--- config.mk ---
export PLATFORM = sky130hd
export DESIGN_NAME = fib_req_arbiter
export DESIGN_NICKNAME = d
export VERILOG_FILES = /design/src/rtl/fib_arb_pkg.sv /design/src/rtl/fib_req_arbiter_rr_grant.sv /design/src/rtl/fib_req_arbiter.sv
export SDC_FILE = /design/constraint.sdc
export NUM_CORES = 1
export LEC_CHECK = 0
export ABC_AREA = 0
export CAP_MARGIN = 30
export CORE_ASPECT_RATIO = 1.25
export CORE_UTILIZATION = 46
export DETAILED_ROUTE_END_ITERATION = 6
export GPL_ROUTABILITY_DRIVEN = 0
export GPL_TIMING_DRIVEN = 0
export PLACE_DENSITY = 0.84
export SYNTH_ARGS = -nofsm -noshare
export SYNTH_HDL_FRONTEND = slang
export SYNTH_SLANG_ARGS = --single-unit
--- constraint.sdc ---
create_clock -name clk -period 4.1 [get_ports clk]
set_input_delay 0.615 -clock clk [delete_from_list [all_inputs] [get_ports clk]]
set_output_delay 0.615 -clock clk [all_outputs]
set_load 0.02 [all_outputs]
--- src/rtl/fib_arb_pkg.sv ---
// fib_arb_pkg: shared FSM state type, default sizing and overflow-bound helper for the fibonacci arbiter
package fib_arb_pkg;
  typedef enum logic [1:0] {IDLE, ISSUE, WAIT, RESP} state_t;
  localparam int DEF_WIDTH = 8;
  localparam int DEF_MAX_N = 13;
  function automatic int max_n_for(input int width);
    longint a, b, t;
    int n;
    a = 0;
    b = 1;
    n = 1;
    for (int i = 0; i < 96; i++) begin
      t = a + b;
      if (t >= (longint'(1) << width)) break;
      a = b;
      b = t;
      n++;
    end
    return n;
  endfunction
endpackage

--- src/rtl/fib_req_arbiter_rr_grant.sv ---
// rr_grant: combinational round-robin picker, first request at or after ptr with wrap
module rr_grant #(
  parameter int N  = 4,
  parameter int PW = 2
) (
  input  logic [N-1:0]  req,
  input  logic [PW-1:0] ptr,
  output logic [N-1:0]  gnt,
  output logic [PW-1:0] idx
);
  // scan from the farthest offset down so the nearest request overwrites
  always_comb begin
    gnt = '0;
    idx = '0;
    for (int i = N - 1; i >= 0; i--)
      if (req[(int'(ptr) + i) % N]) begin
        gnt = '0;
        gnt[(int'(ptr) + i) % N] = 1'b1;
        idx = PW'((int'(ptr) + i) % N);
      end
  end
endmodule

--- src/rtl/fib_req_arbiter.sv ---
// fib_req_arbiter: round-robin sharing of one fibonacci_gen among NUM_REQ requesters
module fib_req_arbiter
  import fib_arb_pkg::*;
#(
  parameter int NUM_REQ     = 4,
  parameter int WIDTH       = DEF_WIDTH,
  parameter int GEN_LATENCY = 16,
  parameter int MAX_N       = DEF_MAX_N
) (
  input  logic                     clk,
  input  logic                     rst,
  input  logic [NUM_REQ-1:0]       req_valid,
  input  logic [NUM_REQ*WIDTH-1:0] req_n,
  output logic [NUM_REQ-1:0]       req_ready,
  output logic [NUM_REQ-1:0]       resp_valid,
  input  logic [NUM_REQ-1:0]       resp_ready,
  output logic [WIDTH-1:0]         resp_fib,
  output logic                     resp_err,
  output logic                     gen_start,
  output logic [WIDTH-1:0]         gen_n,
  input  logic [WIDTH-1:0]         gen_fib
);
  localparam int PW = $clog2(NUM_REQ);
  localparam int CW = $clog2(GEN_LATENCY) + 1;
  localparam logic [NUM_REQ-1:0] ONE = 1;
  state_t state, nxt;
  logic [PW-1:0] rr_ptr, own, gidx;
  logic [NUM_REQ-1:0] gnt;
  logic [WIDTH-1:0] n_q, res_q, sel_n;
  logic err_q, acc, sel_err;
  logic [CW-1:0] cnt;

  rr_grant #(.N(NUM_REQ), .PW(PW)) u_rr (
    .req(req_valid),
    .ptr(rr_ptr),
    .gnt(gnt),
    .idx(gidx)
  );

  assign sel_n   = req_n[gidx*WIDTH +: WIDTH];
  assign sel_err = int'(sel_n) > MAX_N;
  assign acc     = |req_ready;

  always_ff @(posedge clk or negedge rst)
    if (!rst) state <= IDLE;
    else state <= nxt;

  always_comb begin
    nxt = state;
    unique case (state)
      IDLE:    nxt = acc ? (sel_err ? RESP : ISSUE) : IDLE;
      ISSUE:   nxt = WAIT;
      WAIT:    nxt = (cnt == '0) ? RESP : WAIT;
      RESP:    nxt = resp_ready[own] ? IDLE : RESP;
      default: nxt = IDLE;
    endcase
  end

  // ready is gated by reset so every output reads zero while reset is held
  always_comb begin
    req_ready  = (state == IDLE && rst) ? gnt : '0;
    gen_start  = state == ISSUE;
    gen_n      = (state == ISSUE || state == WAIT) ? n_q : '0;
    resp_valid = (state == RESP) ? ONE << own : '0;
    resp_fib   = (state == RESP && !err_q) ? res_q : '0;
    resp_err   = state == RESP && err_q;
  end

  always_ff @(posedge clk or negedge rst)
    if (!rst) begin
      rr_ptr <= '0;
      own    <= '0;
      n_q    <= '0;
      res_q  <= '0;
      err_q  <= 1'b0;
      cnt    <= '0;
    end else begin
      if (acc) begin
        own    <= gidx;
        n_q    <= sel_n;
        err_q  <= sel_err;
        res_q  <= '0;
        rr_ptr <= (int'(gidx) == NUM_REQ - 1) ? '0 : gidx + 1'b1;
      end
      if (state == ISSUE) cnt <= CW'(GEN_LATENCY - 1);
      if (state == WAIT) begin
        cnt <= cnt - 1'b1;
        if (cnt == '0) res_q <= gen_fib;
      end
    end
endmodule

---- Word level (Yosys, flattened, before mapping) ----
Cells that the tools add are included.
cells by class
  bitwise logic cells ..................... 3
  add/sub/neg operators ................... 5
  divide/modulo/power cells ............... 0
  shift operators ......................... 2
  equal/unequal tests ..................... 4
  muxes and demuxes ....................... 44
  reduce and logical (&&, ||, !) cells .... 16
  $mul .................................... 0
  magnitude comparators ................... 10
operators by type and width
  cell                                                                count
  two-way mux 8 bit                                                   5
  indexed part select 32 x 6 -> 8 bit                                 1
  two-way mux 4 bit                                                   6
  two-way mux 2 bit                                                   8
  two-way mux 1 bit                                                   13
  less-than comparator 3 x 4 -> 1 bit (second input constant)         3
  binary-select mux 1 bit (select 2 bit)                              5
  two-way mux 5 bit                                                   2
  greater-or-equal comparator 3 x 1 -> 1 bit (second input constant)  3
  demux 1 bit (select 2 bit)                                          4
  greater-than comparator 8 x 4 -> 1 bit (second input constant)      1
  case mux 2 bit (4 select lines)                                     1
  logical AND 1 bit                                                   7
  less-than comparator 2 x 3 -> 1 bit (second input constant)         2
  OR reduction 2 bit                                                  3
  zero test 5 bit                                                     1
  subtractor 5 x 1 -> 5 bit (second input constant)                   1
  adder 2 x 1 -> 2 bit (second input constant)                        2
  adder 2 bit (second input constant)                                 2
  == test 2 x 1 -> 1 bit (second input constant)                      2
  == test 2 bit (second input constant)                               2
  OR reduction 4 bit                                                  1
  left shift 1 x 2 -> 4 bit (first input constant)                    1
  AND 1 bit (first input constant)                                    3
  5 further kinds                                                     5
storage, ports and cells
  register bits after elaboration ......... 28
  input bits .............................. 50
  ROM bits ................................ 0
  memories ................................ 0
  latch bits .............................. 0
  RAM bits ................................ 0
  output and inout port bits .............. 26

---- Depth between registers and ports, before layout ----
Gate-level depths: netlist (run 1).
  depth in word-level cells ............... 16
  mapped depth ............................ 11
  mapped depth without buffers ............ 9

---- By module ----
From an unflattened synthesis (run 1), not the netlist that was laid out.
unflattened totals
  cells, all modules ...................... 231
  area total of the unflattened synthesis .. 2139.6 µm²
by module, submodules not included
  module           times used  seq. area each (µm²)  cells each  area an instance (µm²)
  fib_req_arbiter  1           700.7                 171         1644.1
  rr_grant         1           0.0                   60          495.5

---- Least setup slack after synthesis (run 1) ----
OpenSTA, ideal clock, no wires.
  path kind ............................... register to register
  from .................................... register rr_ptr[0]
  to ...................................... register state[1]
  data arrival time ....................... 3.048 ns
  clock period less this slack ............ 3.177 ns
  library setup time ...................... 0.128 ns
  stages on the path, launching flop included .. 11
  slack ................................... 0.923 ns
  path buffers ............................ 1
  cells stage by stage .................... dfrtp_1 -> buf_2 -> inv_1 -> ha_1 -> inv_1 -> a22oi_1 -> a2bb2oi_1 -> mux4_2 -> or4_4 -> a311oi_2 -> a211oi_1
between the ends
  word-level cells in the longest chain between the ends .. 15
  elaborated cells on any way between the ends .. 55
ends and longest elaborated chain
  element                                                                          line                   text
  start: declaration                                                               fib_req_arbiter.sv:27  logic [PW-1:0] rr_ptr, own, gidx;
  start signal: assignment                                                         fib_req_arbiter.sv:83  rr_ptr <= (int'(gidx) == NUM_REQ - 1) ? '0 : gidx + 1'b1;
  branches (longest 13 deep; another with greater-than comparator 8 x 4 -> 1 bit)  n/a
  two-way mux 2 bit *                                                              fib_req_arbiter.sv:51  IDLE: nxt = acc ? (sel_err ? RESP : ISSUE) : IDLE;
  case mux 2 bit (4 select lines) *                                                fib_req_arbiter.sv:50  unique case (state)
  via nxt[1]                                                                       fib_req_arbiter.sv:26  state_t state, nxt;
  end signal: assignment                                                           fib_req_arbiter.sv:46  else state <= nxt;
  end: declaration                                                                 fib_req_arbiter.sv:26
Mark *: on every way through the listed nets, which the timed path passes. The select of a mux whose other input is x is not followed.
A chain may end at the register's enable or synchronous reset.

---- Worst setup path in the final report (run 1) ----
  from .................................... register rr_ptr[0]
  to ...................................... output req_ready[3]
between the ends
  word-level cells in the longest chain between the ends .. 12
  elaborated cells on any way between the ends .. 45
ends and longest elaborated chain
  element                                                                                                                  line                                                            text
  adder 2 bit                                                                                                              fib_req_arbiter_rr_grant.sv:16, fib_req_arbiter_rr_grant.sv:18
  OR reduction 2 bit (no line)                                                                                             n/a
  AND 1 bit (no line)                                                                                                      n/a
  less-than comparator 3 x 4 -> 1 bit (not written as such) or greater-or-equal comparator 3 x 1 -> 1 bit (tied branches)  fib_req_arbiter_rr_grant.sv:18                                  gnt[(int'(ptr) + i) % N] = 1'b1;
  logical AND 1 bit (not written as such)                                                                                  fib_req_arbiter_rr_grant.sv:18
  two-way mux 1 bit (not written as such)                                                                                  fib_req_arbiter_rr_grant.sv:18
  demux 1 bit (select 2 bit)                                                                                               n/a
  two-way mux 4 bit (3 in series)                                                                                          fib_req_arbiter_rr_grant.sv:16                                  if (req[(int'(ptr) + i) % N]) begin
  two-way mux 4 bit *                                                                                                      fib_req_arbiter_rr_grant.sv:16
  two-way mux 4 bit *                                                                                                      fib_req_arbiter.sv:61                                           req_ready = (state == IDLE && rst) ? gnt : '0;
  end: declaration                                                                                                         fib_req_arbiter.sv:14                                           output logic [NUM_REQ-1:0] req_ready,
Every way passes the cells marked *; elsewhere a longest branch is shown, timed or not. The select of a mux whose other input is x is not followed.

==> run_results.csv, run 1 <==
group,metric,value,unit
run_status,status,"finished, final reports clean",
synth,synth_common_cells,"nand2_1, dfrtp_1, and2_1, inv_1, nor2_1",
global_routing,grt_start_max_net_pins,20,
clock_tree,post_cts_buffers,0,
floorplanning,io_pins,76,
placed_design,portBuffers,75,
detailed_routing,dr.pass1.iters,4,
layout,regArea,700.7,um2
clock_tree,clk_pin_slew,0.10,ns
layout,area_growth,42.38,%
layout,drive_above_1_share,10.29,%
timing,setup_viol_count_final,0,
setup_path,rrSetupSlack,0.37,ns
layout,fin_util,69.47,%
placed_design,place_area,3014,um2
clock_tree,htreeDepth,1,
detailed_routing,dr_total_vias,2062,
global_routing,grt_use_total,21.63,%
synth,ys_ff_latch,28,
clock_tree,clk_latency,0.27,ns
layout,fin_nets,375,
synth,yosysMostFrequentCell,"nand2_1",
clock_tree,clock-root-buffer,"clkbuf_8",
floorplanning,dieWidth,63.52,um
pwr,p_total,2.188,mW
layout,nFillCells,367,
synth,synth_cell_types,44,
clock_tree,numClockSinks,28,
clock_tree,cts_tree,"yes",
synth,synth-async-reset-ratio,100.0,%
synth,netlist_instances,231,
worst_hold_path,min_path_type,"reg2reg",
setup_path,crit_path_end_kind,"output pin",
global_routing,antenna_found_initial,0,
setup_path,crit_path_start_kind,"register",
synth,yosysTopAreaCell,"dfrtp_1",
detailed_routing,wl,5363,um
clock_tree,cts.path.max_buffers,2,
global_routing,grt_pass1_wl,8707,um
global_routing,grt_overflow_total,0,
layout,finalInstanceArea,3098,um2
timing,finalHoldViolations,0,
synth,yosysWarningCount,0,
setup_path,r2r-start,"rr_ptr[0]",
synth,synth_edf_count,0,
setup_path,crit_path_end,"req_ready[3]",
pwr,p_leak,1.292,nW
setup_path,cp_max_fo,11,
synth,ys_seq_area_share,32.20,%
setup_path,cp_data_arrival_time,3.25,ns
timing,min_period,3.870,ns
pwr,ir_drop,0.4959,mV
synth,post_synth_main_area_contributors,"dfrtp_1, ha_1, mux4_2",
detailed_routing,drtIter0Drc,50,
floorplanning,die-area,5011,um2
detailed_routing,drt.antenna.violating_nets,0,
synth,synth_ff_type,"dfrtp_1",
synth,synth_nets,294,
synth,avgSynthCellArea,9.419,um2
clock_tree,post_cts_resized,0,
timing,finalCritPeriodShare,94.38,%
timing,worstMarginPinSlew,0.8780,ns
placed_design,hpwl,4290,um
timing,finalMaxSlewViolations,0,
timing,clock.fmax,258.4,MHz
setup_path,r2r_cells,11,
setup_path,worstSetupStartpoint,"rr_ptr[0]",
job,drv_cap,0,
floorplanning,fp-row-count,27,
timing,clock_skew,0.005856,ns
synth,synth_area,2176,um2
floorplanning,die_h,78.90,um
global_routing,grt_pass1_vias,2041,
detailed_routing,wl_per_cell,14.53,um
timing,relSlewSlack,41.28,%
setup_path,crit_type,"reg2out",
clock_tree,numCtsBuffers,3,
detailed_routing,drc,0,
pwr,p_per_area,706.3,nW/um2
detailed_routing,via_per_inst,5.588,
floorplanning,initial_core_util,48.79,%
synth,synth.top_cell.area_share,32.20,%
floorplanning,core,4459,um2
layout,antenna_cells,0,
layout,multi_input_area,1366,um2
setup_path,r2r-end,"state[1]",
clock_tree,cts_hold_buf,0,
setup_path,critPathRequiredTime,3.48,ns
state kept, by name (all words and copies together), names as in the netlist:
register / count
n_q: 8
res_q: 8
state: 2
rr_ptr: 2
err_q: 1
cnt: 5
own: 2
per-stage QoR:
stage                  TNS, ns  instances  hold slack, ns  setup slack (ns)
floorplan                    0        231          0.3194            0.9234
global placement             0        364          0.4840           0.02251
detailed placement           0        365          0.4917            0.1764
CTS                          0        369          0.5159           0.06814
global route        -0.0002507        369          0.5375        -0.0002507
finish                       0        369          0.5118            0.2305
worst max-delay path, cell delays in order (launching register included):
cell	delay [ns]
dfrtp_1	0.56
buf_2	0.30
inv_1	0.15
ha_1	0.36
inv_1	0.16
mux2i_4	0.35
nor2_1	0.08
a311oi_1	0.25
a21oi_1	0.10
inv_1	0.07
clkdlybuf4s50_1	0.59
layout make-up:
cell class,instances,area share [%]
clock buffers,3,1.333
inverters,16,1.939
multi-input cells,175,44.10
flip-flops and latches,28,22.62
clock inverters,1,0.9693
well taps,58,2.342
plain buffers,12,1.979
repair buffers,76,24.72
cell usage in the layout (no fill, tap or decap), types with 3 or more instances in the layout:
master	netlist	final
clkbuf_8	0	3
dfrtp_1	28	28
mux2_2	11	11
a211oi_1	4	4
o21ai_0	11	11
mux4_2	6	6
and2_1	19	19
nand2_1	30	30
inv_1	16	16
nand3_1	3	3
a21oi_1	9	9
mux2_1	3	3
ha_1	13	13
nor2_1	15	15
a311oi_1	4	4
mux2i_1	10	9
o211ai_1	6	6
clkdlybuf4s50_1	0	75
clkbuf_1	5	5
nor3_1	3	3
buf_2	4	4
metal layers:
metal	routed length [um]	GRT usage, %
met1	2084	22.92
met4	86	5.455
met3	253	3.305
met2	2938	43.30
met5	0	0
kinds of logic after synthesis:
logic type	synth area share [%]
simple gates	20.59
compound gates	13.28
mux	20.47
buf+inv	5.578
flops	32.20
fa+ha+maj	7.476
xor+xnor	0.4026
how the worst min path moves through the flow:
stage	start	endpoint	slack (ns)	cells after the start
finish	n_q[0]	n_q[0]	0.51	1
floorplan	rst	cnt[0]	0.32	0
global placement	n_q[2]	n_q[2]	0.48	1
detailed placement	n_q[1]	n_q[1]	0.49	1
global route	n_q[6]	n_q[6]	0.54	1
CTS	n_q[7]	n_q[7]	0.52	1
report_power, final:
group | internal [mW] | switching (mW)
Sequential | 0.372 | 0.0848
Combinational | 0.722 | 0.793
Clock | 0.131 | 0.0854
Note: power is estimated with default switching activity, not from simulation.
==> run 2, diff against run 1 <==
--- a/config.mk
+++ b/config.mk
@@ -8,11 +8,14 @@
 export ABC_AREA = 0
 export CAP_MARGIN = 30
 export CORE_ASPECT_RATIO = 1.25
-export CORE_UTILIZATION = 46
+export CORE_MARGIN = 10
+export CORE_UTILIZATION = 55
+export CTS_CLUSTER_SIZE = 20
 export DETAILED_ROUTE_END_ITERATION = 6
+export DONT_BUFFER_PORTS = 1
 export GPL_ROUTABILITY_DRIVEN = 0
 export GPL_TIMING_DRIVEN = 0
-export PLACE_DENSITY = 0.84
+export PLACE_DENSITY = 0.73
 export SYNTH_ARGS = -nofsm -noshare
 export SYNTH_HDL_FRONTEND = slang
 export SYNTH_SLANG_ARGS = --single-unit
==> run 2 against run 1 <==
- routed wire length shrank 5.0%
- worst hold slack lost 0.48 ns
- count of clock-buffer cells in the layout is the same
- highest routed layer unchanged
- via count shrank 17%
- non-clock buffer count shrank 75
- final area decreased by 25%
- power fell by 11%
==> run_results.csv, run 2 (synthesis results as in run 1) <==
group,metric,value,unit
run_status,status,"finished, final reports clean",
floorplanning,io_pins,76,
clock_tree,post_cts_resized,0,
floorplanning,fp-row-count,25,
detailed_routing,wl,5096,um
global_routing,grt_pass1_vias,1763,
layout,area_growth,6.843,%
detailed_routing,drtIter0Drc,106,
clock_tree,cts_tree,"yes",
placed_design,hpwl,4095,um
timing,finalSetupTns,0,ns
detailed_routing,drc,0,
layout,fin_nets,300,
pwr,power_frac_seq,23.3,%
global_routing,grt_overflow_total,0,
job,drv_cap,0,
layout,drive_above_1_share,12.71,%
setup_path,crit_type,"reg2reg",
setup_path,crit_path_end_kind,"register",
timing,holdWs,0.03068,ns
timing,min_period,3.636,ns
pwr,combPwrFrac,65.6,%
placed_design,place_area,2243,um2
setup_path,r2r_cells,11,
timing,worstMarginPinSlew,0.7388,ns
global_routing,grt_pass1_wl,8859,um
pwr,p_leak,1.007,nW
clock_tree,numClockSinks,28,
floorplanning,die-area,6887,um2
layout,fin_cells,290,
layout,final_common_cell,"nand2_1",
placed_design,place_inst,285,
clock_tree,clk_latency,0.28,ns
clock_tree,clock-root-buffer,"clkbuf_8",
timing,relSlewSlack,50.59,%
timing,clock_skew,0.01440,ns
clock_tree,numCtsBuffers,3,
layout,reg_top3,"n_q x8, res_q x8, cnt x5",
global_routing,antenna_found_initial,0,
timing,setup_viol_count_final,0,
layout,antenna_cells,0,
timing,clock.fmax,275.0,MHz
global_routing,grt_start_max_net_pins,31,
floorplanning,die_h,90.32,um
pwr,p_per_area,838.3,nW/um2
pwr,p_sw,910.0,uW
detailed_routing,dr_total_vias,1712,
placed_design,portBuffers,0,
timing,finalCritPeriodShare,88.69,%
floorplanning,core,3816,um2
worst_hold_path,min_path_type,"in2async",
detailed_routing,dr.pass1.iters,4,
clock_tree,htreeDepth,1,
layout,finalInstanceArea,2325,um2
pwr,clockPowerShare,11.1,%
pwr,intPower,1.039,mW
detailed_routing,wl_per_cell,17.57,um
global_routing,grt_use_total,15.13,%
timing,finalMaxSlewViolations,0,
clock_tree,cts.path.max_buffers,2,
setup_path,cp_max_fo,11,
detailed_routing,drt.antenna.violating_nets,0,
pwr,ir_drop,0.5473,mV
floorplanning,initial_core_util,57.02,%
clock_tree,clk_pin_slew,0.10,ns
timing,rsz0062_at_grt,"false",
setup_path,cp_data_arrival_time,3.81,ns
floorplanning,dieWidth,76.26,um
detailed_routing,via_per_inst,5.903,
setup_path,critPathRequiredTime,4.27,ns
setup_path,crit_path_start_kind,"register",
timing,finalHoldViolations,0,
pwr,power.share.switching,46.69,%
layout,final_cell_mix,"nand2_1, dfrtp_1, and2_1",
-- run 2: changes by cell type in the layout (fill, tap and decap cells not counted), sizes merged --
cell / delta
dlygate4sd3: +1
buf: -1
clkdlybuf4s50: -75
-- run 2: final cells by class --
cell class | count | area (um2)
fill | 345 | 1491
multi-input combinational | 175 | 1354
sequential | 28 | 700.7
tap | 54 | 67.56
buffer | 12 | 61.31
inverter | 16 | 60.06
clock buffer | 3 | 41.29
clock inverter | 1 | 30.03
timing repair buffer | 1 | 10.01
-- run 2: path summary, 6_finish.rpt --
kind                                  from  slack (ns)        to
worst max-delay path             rr_ptr[0]        0.46  state[1]
worst min-delay path                   rst        0.03    cnt[0]
worst max register to register   rr_ptr[0]        0.46  state[1]
worst min register to register      n_q[7]        0.51    n_q[7]
max in group asynchronous              rst        2.81    n_q[3]
min in group clk                gen_fib[1]        0.45  res_q[1]
-- run 2: power by group through the flow --
| stage | Clock (mW) | Sequential (mW) | Combinational [mW] |
|---|---|---|---|
| 2_1_floorplan | 0 | 0.435 | 1.07 |
| 3_3_place_gp | 0 | 0.456 | 1.27 |
| 3_5_place_dp | 0 | 0.460 | 1.29 |
| 4_1_cts | 0.221 | 0.455 | 1.29 |
| 5_1_grt | 0.233 | 0.471 | 1.44 |
| 6_report | 0.216 | 0.454 | 1.28 |
-- run 2: per-layer routing --
layer  vias to the layer above  part of all wire (%)  track usage (%)
li1                        841                     -                -
met1                       814                    42            18.11
met2                        53                    50            25.07
met3                         4                   7.3            5.080
met4                         0                   1.1            4.348
met5                         -                     0                0
-- run 2: critical path, cell delays in order, from the launching register on --
cell	delay [ns]
dfrtp_1	0.57
buf_2	0.31
inv_1	0.16
ha_1	0.36
inv_1	0.09
a22oi_1	0.18
a2bb2oi_1	0.38
buf_2	0.35
mux4_2	0.36
or4_4	0.44
a311oi_2	0.26
a211oi_1	0.07
-- run 2: stage by stage --
step | util [%] | total power [mW] | setup WS (ns)
5_1_grt | 60.92 | 2.141 | 0.1209
6_report | 60.92 | 1.949 | 0.4638
2_1_floorplan | - | 1.502 | 0.9234
3_3_place_gp | 58.79 | 1.721 | 0.4748
3_5_place_dp | 58.79 | 1.748 | 0.4364
4_1_cts | 60.66 | 1.968 | 0.4120
-- run 2: repair_timing --
| action | 4_1_cts | 5_1_grt |
|---|---|---|
| hold buffers | 0 | 1 |
| setup buffers | 0 | 0 |
| hold endpoints to repair | 0 | 16 |
